File: src/rtl/spi_pkg.sv
// Shared types for the SPI master: FSM states, TX fill modes and the latched burst config.
// Config fields are sized for the largest supported instance (CS_W <= 8, ADDR_W <= 16).
package spi_pkg;
  localparam int CS_W_MAX   = 8;
  localparam int ADDR_W_MAX = 16;

  typedef enum logic [2:0] {IDLE, LOAD, SHIFT, STORE, DONE} state_e;

  typedef enum logic [1:0] {
    TX_DATA  = 2'b00,
    TX_ONES  = 2'b01,
    TX_ZEROS = 2'b10,
    TX_DATA2 = 2'b11
  } tx_mode_e;

  typedef struct packed {
    logic                  cpol;
    logic                  cpha;
    logic [CS_W_MAX-1:0]   cs_sel;
    logic [ADDR_W_MAX-1:0] n_end;
    tx_mode_e              tx_mode;
  } spi_cfg_t;
endpackage

File: src/rtl/spi_sclk_gen.sv
// SCLK generator: toggles every DIV cycles while enabled, flagging each toggle as lead or trail.
// While disabled the counter is held clear and SCLK parks at cpol.
module spi_sclk_gen #(
  parameter int DIV = 50
) (
  input  logic clk_i,
  input  logic rst_i,
  input  logic en_i,
  input  logic cpol_i,
  output logic sclk_o,
  output logic lead_o,
  output logic trail_o
);
  localparam int CNT_W = (DIV > 1) ? $clog2(DIV) : 1;

  logic [CNT_W-1:0] cnt_q;
  logic             sclk_q;
  logic             ph_q;
  logic             tick;

  // Pulses coincide with the clock edge on which SCLK flips.
  assign tick    = en_i && (cnt_q == CNT_W'(DIV - 1));
  assign lead_o  = tick && !ph_q;
  assign trail_o = tick && ph_q;
  assign sclk_o  = sclk_q;

  always_ff @(posedge clk_i) begin
    if (!rst_i) begin
      cnt_q  <= '0;
      sclk_q <= 1'b0;
      ph_q   <= 1'b0;
    end else if (!en_i) begin
      cnt_q  <= '0;
      sclk_q <= cpol_i;
      ph_q   <= 1'b0;
    end else if (tick) begin
      cnt_q  <= '0;
      sclk_q <= ~sclk_q;
      ph_q   <= ~ph_q;
    end else begin
      cnt_q  <= cnt_q + CNT_W'(1);
    end
  end
endmodule

File: src/rtl/spi_master_ctrl_param.sv
// Parametrised SPI master: burst FSM, shift registers and word counter around spi_sclk_gen.
// Words are read from / written to external register files indexed by the word counter.
module spi_master_ctrl_param
  import spi_pkg::*;
#(
  parameter int DATA_W = 8,
  parameter int N_CS   = 4,
  parameter int DIV    = 50,
  parameter int ADDR_W = 10,
  parameter int CS_W   = (N_CS > 1) ? $clog2(N_CS) : 1
) (
  input  logic              clk_i,
  input  logic              rst_i,
  input  logic              start_i,
  input  logic              cpol_i,
  input  logic              cpha_i,
  input  logic [CS_W-1:0]   cs_sel_i,
  input  logic [ADDR_W-1:0] n_end_i,
  input  logic [1:0]        tx_mode_i,
  input  logic [DATA_W-1:0] tx_data_i,
  output logic [ADDR_W-1:0] tx_addr_o,
  output logic [DATA_W-1:0] rx_data_o,
  output logic [ADDR_W-1:0] rx_addr_o,
  output logic              rx_we_o,
  output logic              sclk_o,
  output logic              mosi_o,
  input  logic              miso_i,
  output logic [N_CS-1:0]   cs_n_o,
  output logic              busy_o,
  output logic              done_o
);
  localparam int BIT_W = (DATA_W > 1) ? $clog2(DATA_W) : 1;

  state_e            state_q;
  spi_cfg_t          cfg_q;
  logic [DATA_W-1:0] tx_sh_q, rx_sh_q, rx_data_q;
  logic [BIT_W-1:0]  bit_q;
  logic [ADDR_W-1:0] k_q, rx_addr_q;
  logic [N_CS-1:0]   cs_n_q;
  logic              mosi_q, busy_q, done_q, rx_we_q;

  logic              sclk_en, gen_cpol, lead, trail, last_bit;
  logic [DATA_W-1:0] tx_word_d, rx_shift_d;

  function automatic logic [N_CS-1:0] cs_dec(input logic [CS_W_MAX-1:0] sel);
    logic [N_CS-1:0] v;
    v = '1;
    for (int i = 0; i < N_CS; i++)
      if (int'(sel) == i) v[i] = 1'b0;
    return v;
  endfunction

  // Park SCLK at the incoming cpol on the start edge so LOAD already shows the new idle level.
  assign sclk_en    = (state_q == SHIFT);
  assign gen_cpol   = (state_q == IDLE && start_i) ? cpol_i : cfg_q.cpol;
  assign rx_shift_d = {rx_sh_q[DATA_W-2:0], miso_i};
  assign last_bit   = (bit_q == BIT_W'(DATA_W - 1));

  always_comb begin
    tx_word_d = tx_data_i;
    case (cfg_q.tx_mode)
      TX_ONES:  tx_word_d = '1;
      TX_ZEROS: tx_word_d = '0;
      default:  tx_word_d = tx_data_i;
    endcase
  end

  spi_sclk_gen #(.DIV(DIV)) u_sclk (
    .clk_i   (clk_i),
    .rst_i   (rst_i),
    .en_i    (sclk_en),
    .cpol_i  (gen_cpol),
    .sclk_o  (sclk_o),
    .lead_o  (lead),
    .trail_o (trail)
  );

  always_ff @(posedge clk_i) begin
    if (!rst_i) begin
      state_q   <= IDLE;
      cfg_q     <= '0;
      tx_sh_q   <= '0;
      rx_sh_q   <= '0;
      rx_data_q <= '0;
      bit_q     <= '0;
      k_q       <= '0;
      rx_addr_q <= '0;
      cs_n_q    <= '1;
      mosi_q    <= 1'b0;
      busy_q    <= 1'b0;
      done_q    <= 1'b0;
      rx_we_q   <= 1'b0;
    end else begin
      rx_we_q <= 1'b0;
      done_q  <= 1'b0;
      case (state_q)
        IDLE: if (start_i) begin
          cfg_q.cpol    <= cpol_i;
          cfg_q.cpha    <= cpha_i;
          cfg_q.cs_sel  <= CS_W_MAX'(cs_sel_i);
          cfg_q.n_end   <= ADDR_W_MAX'(n_end_i);
          cfg_q.tx_mode <= tx_mode_e'(tx_mode_i);
          cs_n_q        <= cs_dec(CS_W_MAX'(cs_sel_i));
          k_q           <= '0;
          busy_q        <= 1'b1;
          state_q       <= LOAD;
        end
        LOAD: begin
          cs_n_q  <= cs_dec(cfg_q.cs_sel);
          tx_sh_q <= tx_word_d;
          bit_q   <= '0;
          if (!cfg_q.cpha) mosi_q <= tx_word_d[DATA_W-1];
          state_q <= SHIFT;
        end
        SHIFT: begin
          if (lead) begin
            if (cfg_q.cpha) begin
              mosi_q  <= tx_sh_q[DATA_W-1];
              tx_sh_q <= {tx_sh_q[DATA_W-2:0], 1'b0};
            end else begin
              rx_sh_q <= rx_shift_d;
            end
          end
          if (trail) begin
            if (cfg_q.cpha) begin
              rx_sh_q <= rx_shift_d;
            end else begin
              mosi_q  <= tx_sh_q[DATA_W-2];
              tx_sh_q <= {tx_sh_q[DATA_W-2:0], 1'b0};
            end
            bit_q <= bit_q + BIT_W'(1);
            // With CPHA=1 the final bit is sampled on this very edge.
            if (last_bit) begin
              rx_data_q <= cfg_q.cpha ? rx_shift_d : rx_sh_q;
              rx_addr_q <= k_q;
              rx_we_q   <= 1'b1;
              state_q   <= STORE;
            end
          end
        end
        STORE: begin
          if (ADDR_W_MAX'(k_q) == cfg_q.n_end) begin
            done_q  <= 1'b1;
            cs_n_q  <= '1;
            state_q <= DONE;
          end else begin
            k_q     <= k_q + ADDR_W'(1);
            state_q <= LOAD;
          end
        end
        DONE: begin
          busy_q  <= 1'b0;
          state_q <= IDLE;
        end
        default: state_q <= IDLE;
      endcase
    end
  end

  assign tx_addr_o = k_q;
  assign rx_data_o = rx_data_q;
  assign rx_addr_o = rx_addr_q;
  assign rx_we_o   = rx_we_q;
  assign mosi_o    = mosi_q;
  assign cs_n_o    = cs_n_q;
  assign busy_o    = busy_q;
  assign done_o    = done_q;
endmodule

File: config.mk
export PLATFORM = sky130hd
export DESIGN_NAME = spi_master_ctrl_param
export DESIGN_NICKNAME = d
export VERILOG_FILES = /design/src/rtl/spi_pkg.sv /design/src/rtl/spi_sclk_gen.sv /design/src/rtl/spi_master_ctrl_param.sv
export SDC_FILE = /design/constraint.sdc
export NUM_CORES = 1
export LEC_CHECK = 0
export CAP_MARGIN = 10
export CORE_UTILIZATION = 57
export CTS_CLUSTER_DIAMETER = 40
export DETAILED_ROUTE_END_ITERATION = 12
export GPL_TIMING_DRIVEN = 0
export PLACE_DENSITY = 0.85
export SLEW_MARGIN = 10
export SYNTH_ARGS = -nofsm -noshare
export SYNTH_HDL_FRONTEND = slang
export SYNTH_SLANG_ARGS = --single-unit
export TNS_END_PERCENT = 5
File: constraint.sdc
create_clock -name clk_i -period 5.2 [get_ports clk_i]
set_clock_uncertainty 0.05 [all_clocks]
set_input_delay 0.78 -clock clk_i [delete_from_list [all_inputs] [get_ports clk_i]]
set_output_delay 0.78 -clock clk_i [all_outputs]
set_load 0.01 [all_outputs]
# == Word-level counts from Yosys, hierarchy flattened ==
# Index checks and enable logic that the tools add are counted.
# totals
register_bits,82
wordCells,118
out_inout_bits,37
# classes
n_eq_ne,22
n_reduce_logical,24
muxes,45
bitwise,4
addsub,3
# op_table
operator,n
8-bit two-way mux,9
8-bit one-hot mux with 2 select lines,2
10-bit two-way mux,2
10-bit one-hot mux with 2 select lines,1
1-bit two-way mux,19
3-bit two-way mux,5
3-bit AND reduction,5
2-bit != test (second input constant),7
3-bit one-hot mux with 4 select lines,1
4-bit one-hot mux with 3 select lines,1
2-bit AND reduction,6
10-bit by 1-bit adder with 10-bit output (second input constant),1
10-bit equality test,1
2-bit equality test (second input constant),5
8-bit logical NOT,1
4-bit two-way mux,2
6-bit by 1-bit adder with 6-bit output (second input constant),1
2-bit by 1-bit equality test with 1-bit output (second input constant),3
3-bit by 2-bit equality test with 1-bit output (second input constant),2
3-bit equality test (second input constant),2
6-bit equality test (second input constant),1
3-bit one-hot mux with 2 select lines,1
2-bit nonzero test,3
1-bit logical AND,4
9 further kinds,13

# == Logic depth before layout (Yosys ltp) ==
# Gate-level depths: netlist of the first run.
# depth
word_depth,7
mapped_depth,9
ltp_nobuf,7

# == Hierarchy ==
# Synthesis of the first run repeated with hierarchy kept, for this count alone.
# unflattened
hier_cells,452
hier_area_um2,3907.5
# by_module_without_submodules
module,cells_per_inst,seq_area_each_um2,area_each_um2,n_inst
spi_master_ctrl_param,412,1481.4,3534.6,1
spi_sclk_gen,40,160.2,372.9,1

# == Worst setup path before layout of the first run ==
# Ideal clock, no wire load.
# synth_path
path_kind,register -> register
startpoint,reg cfg_q[1] (netlist name)
endpoint,reg mosi_q (netlist: mosi_o)
setup_time_ns,0.117
required_time_ns,5.033
setup_slack_ns,3.289
path_stages_with_launch,9
arrival_time_ns,1.744
cell_sequence,dfxtp_1 > inv_1 > ha_1 > clkbuf_1 > nand2b_1 > clkbuf_1 > a21boi_0 > o31ai_1 > a32o_1
# synth_between
elab_chain_len,4
elab_cells_between_ends,5
cone_classes,2 x eq/ne; 3 x mux
# synth_lines
item,line_no,text
start: declaration,spi_master_ctrl_param.sv:35,spi_cfg_t cfg_q;
2-bit equality test / 2-bit by 1-bit equality test with 1-bit output (equally long branches),spi_master_ctrl_param.sv:61,case (cfg_q.tx_mode)
8-bit one-hot mux with 2 select lines (*),spi_master_ctrl_param.sv:61,
1-bit two-way mux (*),spi_master_ctrl_param.sv:112,if (!cfg_q.cpha) mosi_q <= tx_word_d[DATA_W-1];
1-bit one-hot mux with 2 select lines (*),spi_master_ctrl_param.sv:96,case (state_q)
end signal: assignment,spi_master_ctrl_param.sv:112,
end signal: assignment,spi_master_ctrl_param.sv:118,mosi_q <= tx_sh_q[DATA_W-1];
end signal: assignment,spi_master_ctrl_param.sv:128,mosi_q <= tx_sh_q[DATA_W-2];
end: declaration,spi_master_ctrl_param.sv:40,"logic mosi_q, busy_q, done_q, rx_we_q;"
# Mark *: on every way between the ends. The rest lies on a longest branch, timed or not. The select of a mux whose other input is x is not followed.
# A chain may end at the register's enable or synchronous reset.

# == Worst setup path in the final report of the first run ==
# layout_path
startpoint,in start_i
endpoint,reg cfg_q[5] (netlist name)
# layout_between
elab_chain_len,1
# layout_lines
item,line_no,text
start: declaration,spi_master_ctrl_param.sv:14,"input logic start_i,"
2-bit AND reduction (no line),--,
# Every way passes these cells.

==> metrics, run 1 <==
# port buffers 63; Worst Reg-to-Reg Cells 8; Die Wd 84.6 µm; Synth Area in Compound Gates 15.3%; gpl congestion 0.846; I/O pins 65; # hold bufs at CTS 0; initial antenna violation count 0; endpoints failing hold 0; area grow syn2layout 24.9%; hold path startpoint cfg_q[3]$_SDFFE_PN0N_; Die ar. 7160 µm²; Worst EP arrival 2.64 ns; Post-Synth Simple-Gate Area 25.9%; end of the worst register-to-register path mosi_o$_SDFFE_PN0P_; Layout fillers 483; Initial DRC Count 171; worst r2r src cfg_q[1]$_SDFFE_PN0N_; die span in y 84.6 µm; global-route wire length before repair 14900 µm; Seq. cell area 1640 µm²; vias in the first global route 3283; Period minus WS final 2.42 ns; hold path cells 2; Placement Rows 29; Synth Cell Area 3890 µm²; top cells by area, synth dfxtp_1 (42%), nand2_1 (8.2%), mux2i_1 (6.4%); EDFF count, synth 0; clock root buffer clkbuf_8; Finished Layout Cells 594; asr flop ratio synth 0%; post-synthesis mux area share 6.43%; Max clock buf depth 2; Vias/cell 5.78; DRT Pass-1 Iters 7; Post-CTS Resized 0; WL final 9100 µm; Final Cycle Share 46.5%; Syn Nets 472; fraction of layout cells with a size suffix above 1 7.16%; Antenna Nets Post-Route 0; FMAX 413 MHz; Avg Cell Area, Syn 8.89 µm²; detailed placer's ending HPWL 6740 µm; Seq/Total Area, Yosys 42.2%; commonest non-fill, non-tap cell in the layout nand2_1; residual DRC count 0; DR WL/cell 15.3 µm; Finish-stage setup viols 0; PD cells 292 nW/µm²; Least-Margin Pin Slew 0.712 ns; CTS HTree Levels 3; number of synthesized register bits 82; Hold EP cfg_q[3]$_SDFFE_PN0N_; max_cap viols 0; grt total ovfl 0; status finished, final reports clean; total CTS buffers 9; cell count after placement 578; XOR/XNOR Fraction of Synth Area 4.28%; critical path endpoint category flop; Starting Density 60.3%; slew margin rel. 52.5%; largest family of logic cells by synthesized area simple AND/OR/NAND/NOR gates; number of synthesis warnings 0; Post-Synth Adder-Cell Area 1.93%; CTS sink count 82; Req. time, crit path 5.43 ns; Worst R2R Setup Slack 2.98 ns; RSZ-0062 raised after global routing no; worst skew pair latency 0.36 ns; core area 6460 µm²; Max FO, Critical Path 10; peak supply drop 245 µV; most frequent cells in the layout nand2_1 (85), dfxtp_1 (82), clkdlybuf4s50_1 (63), a21boi_0 (25), mux2i_1 (25); ANT cells 0; Lkg Pwr 1.92 nW; multi-input logic area 2100 µm²; top cell type by total area after synthesis dfxtp_1; clock slew at reported path FFs 0.08 ns; setup TNS 0 ns; critical path class in2reg; Hold Crit Class reg2reg; largest net degree at the start of global routing 15; TritonCTS clock tree yes; final net count 546; post-CTS setup buffer count 0; Main synth FF type dfxtp_1; count of pins over their slew limit 0; Gate Count Post-Synth 438; Via Count 3434; area share of the largest cell type after synthesis 42.2%; Worst setup SP type primary input; All-Layer GR Usage 26.8%; post-synth cell types 57
-- per-stage QoR --
step	setup WS [ns]	hold slack, ns	power, mW	area, µm²	util, %
floorplan	3.29	0.383	0.802	3890	-
global placement	2.55	0.393	0.864	4620	71.5
detailed placement	2.48	0.408	0.871	4620	71.5
CTS	2.82	0.419	1.42	4860	75.3
global route	2.68	0.442	1.47	4860	75.3
finish	2.78	0.417	1.42	4860	75.3
-- cells in the mapped netlist (4+ instances only) --
master and number:
nand2_1 85, dfxtp_1 82, a21boi_0 25, mux2i_1 25, nor2_1 19, nor2b_1 18
clkbuf_1 17, nand3_1 16, a21oi_1 13, xor2_1 13, nand2b_1 11, o211a_1 9
and3_1 8, a221oi_1 6, buf_2 6, ha_1 6, inv_1 6, xnor2_1 6
o21ai_0 5, nand3b_1 4, nor3b_1 4
-- power by group --
part | internal, mW | total, mW | leakage, nW | switching, mW
clock | 0.321 | 0.559 | 0.113 | 0.238
sequential | 0.650 | 0.664 | 0.665 | 0.0142
combinational | 0.0876 | 0.195 | 1.14 | 0.107
-- worst max-delay path by stage --
stage | depth (start not counted) | to | slack (ns) | startpoint
3_3_place_gp | 5 | cfg_q[8]$_SDFFE_PN0N_ | 2.55 | start_i
5_1_grt | 5 | cfg_q[5]$_SDFFE_PN0N_ | 2.68 | start_i
6_report | 5 | cfg_q[5]$_SDFFE_PN0N_ | 2.78 | start_i
2_1_floorplan | 8 | mosi_o$_SDFFE_PN0P_ | 3.29 | cfg_q[1]$_SDFFE_PN0N_
4_1_cts | 5 | cfg_q[5]$_SDFFE_PN0N_ | 2.82 | start_i
3_5_place_dp | 5 | cfg_q[5]$_SDFFE_PN0N_ | 2.48 | start_i
-- critical path, stage by stage --
cell	delay, ns
clkdlybuf4s50_1	0.54
nor4b_2	0.60
clkbuf_1	0.43
nand2_1	0.10
a21boi_0	0.18
-- per-layer routing --
metal / track usage (%) / vias to the layer above / wire (µm)
met5: 0 / - / 0
met4: 10.5 / 0 / 194
met3: 7.96 / 27 / 530
met2: 46.0 / 104 / 4470
met1: 31.5 / 1638 / 3910
li1: - / 1665 / -
-- cell families (layout without fill, tap and decap cells) --
logic type | Yosys count | in the layout
muxes | 25 | 25
adders and majority gates | 6 | 6
xor gates and xnor gates | 19 | 19
AOI/OAI and AO/OA | 81 | 81
buffers and inverters | 34 | 113
and+or+nand+nor | 191 | 191
DFF | 82 | 82
-- registers in the layout (all words and copies together) (netlist names) --
register       flops
u_sclk.ph_q        1
cfg_q             16
done_o             1
bit_q              3
mosi_o             1
busy_o             1
tx_sh_q            8
u_sclk.cnt_q       6
u_sclk.sclk_o      1
rx_we_o            1
rx_sh_q            8
rx_addr_o         10
rx_data_o          8
cs_n_o             4
state_q            3
tx_addr_o         10
-- area by class of cell --
class / count / area share, %
buffer: 28 / 2.73
clock buffer: 10 / 2.63
clock inverter: 6 / 2.34
inverter: 6 / 0.463
multi-input combinational: 322 / 43.1
sequential: 82 / 33.8
tap: 77 / 1.98
timing repair buffer: 63 / 13.0
(Power assumes the default switching activity.)
==> inputs of run 2 (changes only) <==
--- a/config.mk
+++ b/config.mk
@@ -6,11 +6,11 @@
 export NUM_CORES = 1
 export LEC_CHECK = 0
 export CAP_MARGIN = 10
-export CORE_UTILIZATION = 57
+export CORE_UTILIZATION = 53
 export CTS_CLUSTER_DIAMETER = 40
 export DETAILED_ROUTE_END_ITERATION = 12
 export GPL_TIMING_DRIVEN = 0
-export PLACE_DENSITY = 0.85
+export PLACE_DENSITY = 0.8
 export SLEW_MARGIN = 10
 export SYNTH_ARGS = -nofsm -noshare
 export SYNTH_HDL_FRONTEND = slang
==> constraint.sdc (replaced) <==
create_clock -name clk_i -period 2.4 [get_ports clk_i]
set_clock_uncertainty 0.05 [all_clocks]
set_input_delay 0.36 -clock clk_i [delete_from_list [all_inputs] [get_ports clk_i]]
set_output_delay 0.36 -clock clk_i [all_outputs]
set_load 0.01 [all_outputs]
==> run 2 against run 1 <==
  * Sequential power rose by 120%
  * Largest power group unchanged
  * Global-route usage decreased by 2.3 points
  * First-iteration DRC count is 25% higher
  * Critical endpoint is now rx_addr_o[2]$_SDFFE_PN0P_
==> metrics, run 2 (synthesis results as in run 1) <==
commonest non-fill, non-tap cell in the layout nand2_1; worst skew pair latency 0.34 ns; Lkg Pwr 1.90 nW; CP top delay family simple AND/OR/NAND/NOR gates; I/O pins 65; fraction of layout cells with a size suffix above 1 6.81%; CTS HTree Levels 3; # port buffers 63; Max clock buf depth 2; pre-CTS setup slack 0.0413 ns; ANT cells 0; Via Count 3289; Largest stage delay, worst path 0.43 ns; critical path endpoint category flop; Final WS setup 0.155 ns; clock root buffer clkbuf_8; design area 4820 µm²; max_cap viols 0; Initial DRC Count 214; Placement Rows 30; count of pins over their slew limit 0; gpl congestion 0.831; hold slack 0.416 ns; PD cells 577 nW/µm²; most frequent cells in the layout nand2_1 (85), dfxtp_1 (82), clkdlybuf4s50_1 (63), a21boi_0 (25), mux2i_1 (25); crit-path cells buf_4 -> nor3b_4 -> nand4_1 -> or2_2 -> clkbuf_1 -> nand2_1 -> a21boi_0; Finished Layout Cells 610; FMAX 445 MHz; Die ar. 7690 µm²; setup TNS 0 ns; cell count after placement 597; vias in the first global route 2975; total CTS buffers 9; worst path bufs/invs 2; Finish-stage setup viols 0; Period minus WS final 2.24 ns; Die Wd 87.7 µm; Max FO, Critical Path 10; global-route wire length before repair 14500 µm; status finished, final reports clean; RSZ-0062 raised after global routing no; Req. time, crit path 2.58 ns; grt total ovfl 0; Hold Crit Class reg2reg; Final Cycle Share 93.5%; die span in y 87.7 µm; TritonCTS clock tree yes; # hold bufs at CTS 0; endpoints failing hold 0; DR WL/cell 14.4 µm; final net count 545; Pwr Total 2.78 mW; Largest register FFs 16; core area 6940 µm²; critical path class reg2reg; initial antenna violation count 0; largest net degree at the start of global routing 13; Starting Density 56.1%; post-CTS setup buffer count 0; peak supply drop 335 µV; slew margin rel. 46.7%; Area after DPL 4640 µm²; CTS sink count 82; All-Layer GR Usage 24.5%; area grow syn2layout 23.8%; slowest CP cell or2_2; DRT Pass-1 Iters 4; WL final 8760 µm; largest register by flop count cfg_q; Worst EP arrival 2.42 ns; Vias/cell 5.39; Antenna Nets Post-Route 0; detailed placer's ending HPWL 6490 µm; Layout fillers 591; Least-Margin Pin Slew 0.798 ns; residual DRC count 0; Worst setup SP type flop; clock slew at reported path FFs 0.08 ns; fin util 69.4%
run 2: final cells by class:
class,count,area (µm²),share of cell area (%)
well taps,96,120,2.49
multi-input cells,322,2100,43.6
flip-flops and latches,82,1640,34.1
inverters,6,22.5,0.468
repair buffers,63,631,13.1
clock buffers,10,128,2.65
clock inverters,4,45.0,0.935
plain buffers,27,129,2.68
run 2: repair_timing:
| action | 4_1_cts | 5_1_grt |
|---|---|---|
| endpoints found under the setup margin | 0 | 2 |
| hold endpoints to repair | 0 | 0 |
| gates resized for setup | 0 | 1 |
run 2: final timing paths:
kind	startpoint	to	slack, ns	cells past startpoint
worst max register to register	state_q[0]$_SDFFE_PN0P_	rx_addr_o[2]$_SDFFE_PN0P_	0.16	7
worst min register to register	rx_addr_o[6]$_SDFFE_PN0P_	rx_addr_o[6]$_SDFFE_PN0P_	0.42	2
worst min-delay path	rx_addr_o[6]$_SDFFE_PN0P_	rx_addr_o[6]$_SDFFE_PN0P_	0.42	2
worst max-delay path	state_q[0]$_SDFFE_PN0P_	rx_addr_o[2]$_SDFFE_PN0P_	0.16	7
run 2: report_power, final:
part	switching (mW)	leakage, nW	internal, mW
logic	0.229	1.14	0.190
clock network	0.458	0.0918	0.465
registers	0.0301	0.665	1.41
total	0.716	1.90	2.06
run 2: worst min-delay path, cell delays in order, from the launching register on:
cell	delay [ns]
dfxtp_1	0.31
nand2_1	0.04
a21boi_0	0.06
run 2: per-layer routing:
layer / share of wire (%) / GRT usage [%] / vias to the layer above
met5: 0 / 0 / -
met1: 47 / 33.7 / 1534
met2: 46 / 38.5 / 81
met3: 5.5 / 3.86 / 12
li1: - / - / 1662
met4: 1.7 / 9.99 / 0
==> inputs of run 3 (changes only) <==
--- a/config.mk
+++ b/config.mk
@@ -14,5 +14,6 @@
 export SLEW_MARGIN = 10
 export SYNTH_ARGS = -nofsm -noshare
 export SYNTH_HDL_FRONTEND = slang
+export SYNTH_HIERARCHICAL = 1
 export SYNTH_SLANG_ARGS = --single-unit
 export TNS_END_PERCENT = 5
==> constraint.sdc (replaced) <==
create_clock -name clk_i -period 2.3 [get_ports clk_i]
set_clock_uncertainty 0.05 [all_clocks]
set_input_delay 0.345 -clock clk_i [delete_from_list [all_inputs] [get_ports clk_i]]
set_output_delay 0.345 -clock clk_i [all_outputs]
set_load 0.01 [all_outputs]
==> run 3 against run 2 <==
  * The flow now finishes with violations (setup timing)
  * Flip-flop and latch count did not move
  * Clock power up 4.7%
  * Highest routed layer unchanged
  * Synthesized area grew 0.39%
  * Critical path type unchanged
  * Largest power group unchanged
  * Combinational power is 63% higher
  * Fmax decreased by 5.4%
  * Sequential power increased by 8%
  * First-iteration DRC count decreased by 9.8%
  * Non-clock buffer count is 12 higher
  * Cell count grew 4.6%
==> metrics, run 3 <==
status finished, violations left; failing checks setup timing; CTS HTree Levels 3; Max clock buf depth 2; Final WS setup -0.0725 ns; Largest stage delay, worst path 0.43 ns; count of pins over their slew limit 0; top cell type by total area after synthesis dfxtp_1; Die ar. 7720 µm²; CTS sink count 82; endpoints failing hold 0; Initial DRC Count 193; # hold bufs at CTS 0; I/O pins 65; DR WL/cell 15.2 µm; asr flop ratio synth 0%; Syn Nets 486; top cells by area, synth dfxtp_1 (42%), nand2_1 (7.1%), a21oi_1 (5.9%); # port buffers 64; ANT cells 0; Worst Reg-to-Reg Cells 9; critical path endpoint category flop; Vias/cell 5.58; Main synth FF type dfxtp_1; critical path class reg2reg; largest net degree at the start of global routing 16; Least-Margin Pin Slew 0.629 ns; Period minus WS final 2.37 ns; Worst EP arrival 2.60 ns; Antenna Nets Post-Route 0; Worst setup SP type flop; clock slew at reported path FFs 0.09 ns; TritonCTS clock tree yes; hold path cells 1; number of synthesis warnings 6; peak supply drop 336 µV; RSZ-0062 raised after global routing yes; Die Wd 87.9 µm; gpl congestion 0.811; area share of the largest cell type after synthesis 42.0%; PD cells 640 nW/µm²; detailed placer's ending HPWL 6860 µm; Placement Rows 30; Avg Cell Area, Syn 8.64 µm²; Gate Count Post-Synth 452; clock root buffer clkbuf_8; FMAX 421 MHz; area grow syn2layout 28.0%; most common library cells after synthesis dfxtp_1 (82), nand2_1 (74), nor2_1 (50); max_cap viols 0; die span in y 87.9 µm; final net count 571; All-Layer GR Usage 26.3%; Req. time, crit path 2.53 ns; cell mode on critical path or3b_4; post-synth cell types 60; slew margin rel. 58.1%; most common cell in the synthesized netlist dfxtp_1; core area 6940 µm²; Lkg Pwr 1.93 nW; WL final 9700 µm; Synth Cell Area 3910 µm²; Seq/Total Area, Yosys 42.0%; commonest non-fill, non-tap cell in the layout dfxtp_1; Finish-stage setup viols 3; fraction of layout cells with a size suffix above 1 13.5%; number of synthesized register bits 82; Area after DPL 4700 µm²; residual DRC count 0; fin util 72.0%; total CTS buffers 9; EDFF count, synth 0; Via Count 3560; grt total ovfl 0; most frequent cells in the layout dfxtp_1 (78), nand2_1 (74), clkdlybuf4s50_1 (64), nor2_1 (48), a21oi_1 (46); worst skew pair latency 0.36 ns; initial antenna violation count 0; Starting Density 56.3%; vias in the first global route 3262; pre-CTS setup slack -0.456 ns; DRT Pass-1 Iters 5; crit-path cells or3b_4 -> inv_4 -> nor4b_4 -> mux2i_1 -> or3b_4 -> a21oi_4 -> buf_6 -> nor2_2 -> nor4_2; largest register by flop count cfg_q; slowest CP cell or3b_4; Max FO, Critical Path 5; Pwr Total 3.20 mW; Hold Crit Class reg2reg; Final Cycle Share 103%; design area 5000 µm²; Largest register FFs 16; global-route wire length before repair 15600 µm
## run 3: power by group
part,internal [mW],switching (mW),total [mW]
registers,1.50,0.0522,1.55
logic,0.300,0.383,0.682
clock network,0.399,0.566,0.965
total,2.20,1.00,3.20
## run 3: worst paths after layout
kind	slack (ns)	start	end
max	-0.07	state_q[0]$_SDFFE_PN0P_	tx_sh_q[3]$_SDFFE_PN0N_
min	0.40	u_sclk/cnt_q[0]$_SDFF_PP0_	u_sclk/cnt_q[0]$_SDFF_PP0_
min reg2reg	0.40	u_sclk/cnt_q[0]$_SDFF_PP0_	u_sclk/cnt_q[0]$_SDFF_PP0_
max reg2reg	-0.07	state_q[0]$_SDFFE_PN0P_	tx_sh_q[3]$_SDFFE_PN0N_
## run 3: routing by layer
metal | wire (µm) | track usage, % | vias up
met1 | 4530 | 36.3 | 1664
met3 | 489 | 3.39 | 14
met4 | 201 | 11.3 | 0
met5 | 0 | 0 | -
met2 | 4480 | 41.4 | 112
li1 | - | - | 1770
## run 3: cell families after synthesis
group                    after synthesis  synth area share (%)
XOR/XNOR                              15                  3.55
multiplexers                          19                  4.93
AO/OA/AOI/OAI                        107                  17.4
flip-flops                            82                  42.0
buffers and inverters                 35                  4.83
AND/OR/NAND/NOR                      188                  25.3
adder cells (fa/ha/maj)                6                  1.92
## run 3: critical path: cells and delay by family, from the launching register on
| family | cells | cell delay, ns |
|---|---|---|
| AOI/OAI and AO/OA | 1 | 0.22 |
| buffers and inverters | 2 | 0.23 |
| DFF | 1 | 0.33 |
| muxes | 1 | 0.15 |
| and+or+nand+nor | 5 | 1.32 |
## run 3: what timing repair did
action / 4_1_cts / 5_1_grt
setup endpoints to repair: 35 / 25
endpoints found under the hold margin: 0 / 0
gates resized for setup: 13 / 8
pin swaps: 3 / 6
setup buffers: 9 / 4
## run 3: area by class of cell
class | instances | area, µm²
sequential | 82 | 1650
tap | 96 | 120
buffer | 25 | 148
multi-input combinational | 335 | 2130
clock buffer | 9 | 124
timing repair buffer | 77 | 746
fill | 545 | 1940
inverter | 7 | 33.8
clock inverter | 7 | 53.8
## run 3: per-stage QoR
stage	TNS, ns	std cells	hold slack (ns)
2_1_floorplan	-0.861	452	0.386
3_3_place_gp	-6.03	612	0.390
3_5_place_dp	-7.85	612	0.396
4_1_cts	-0.867	636	0.408
5_1_grt	-0.828	638	0.419
6_report	-0.115	638	0.403
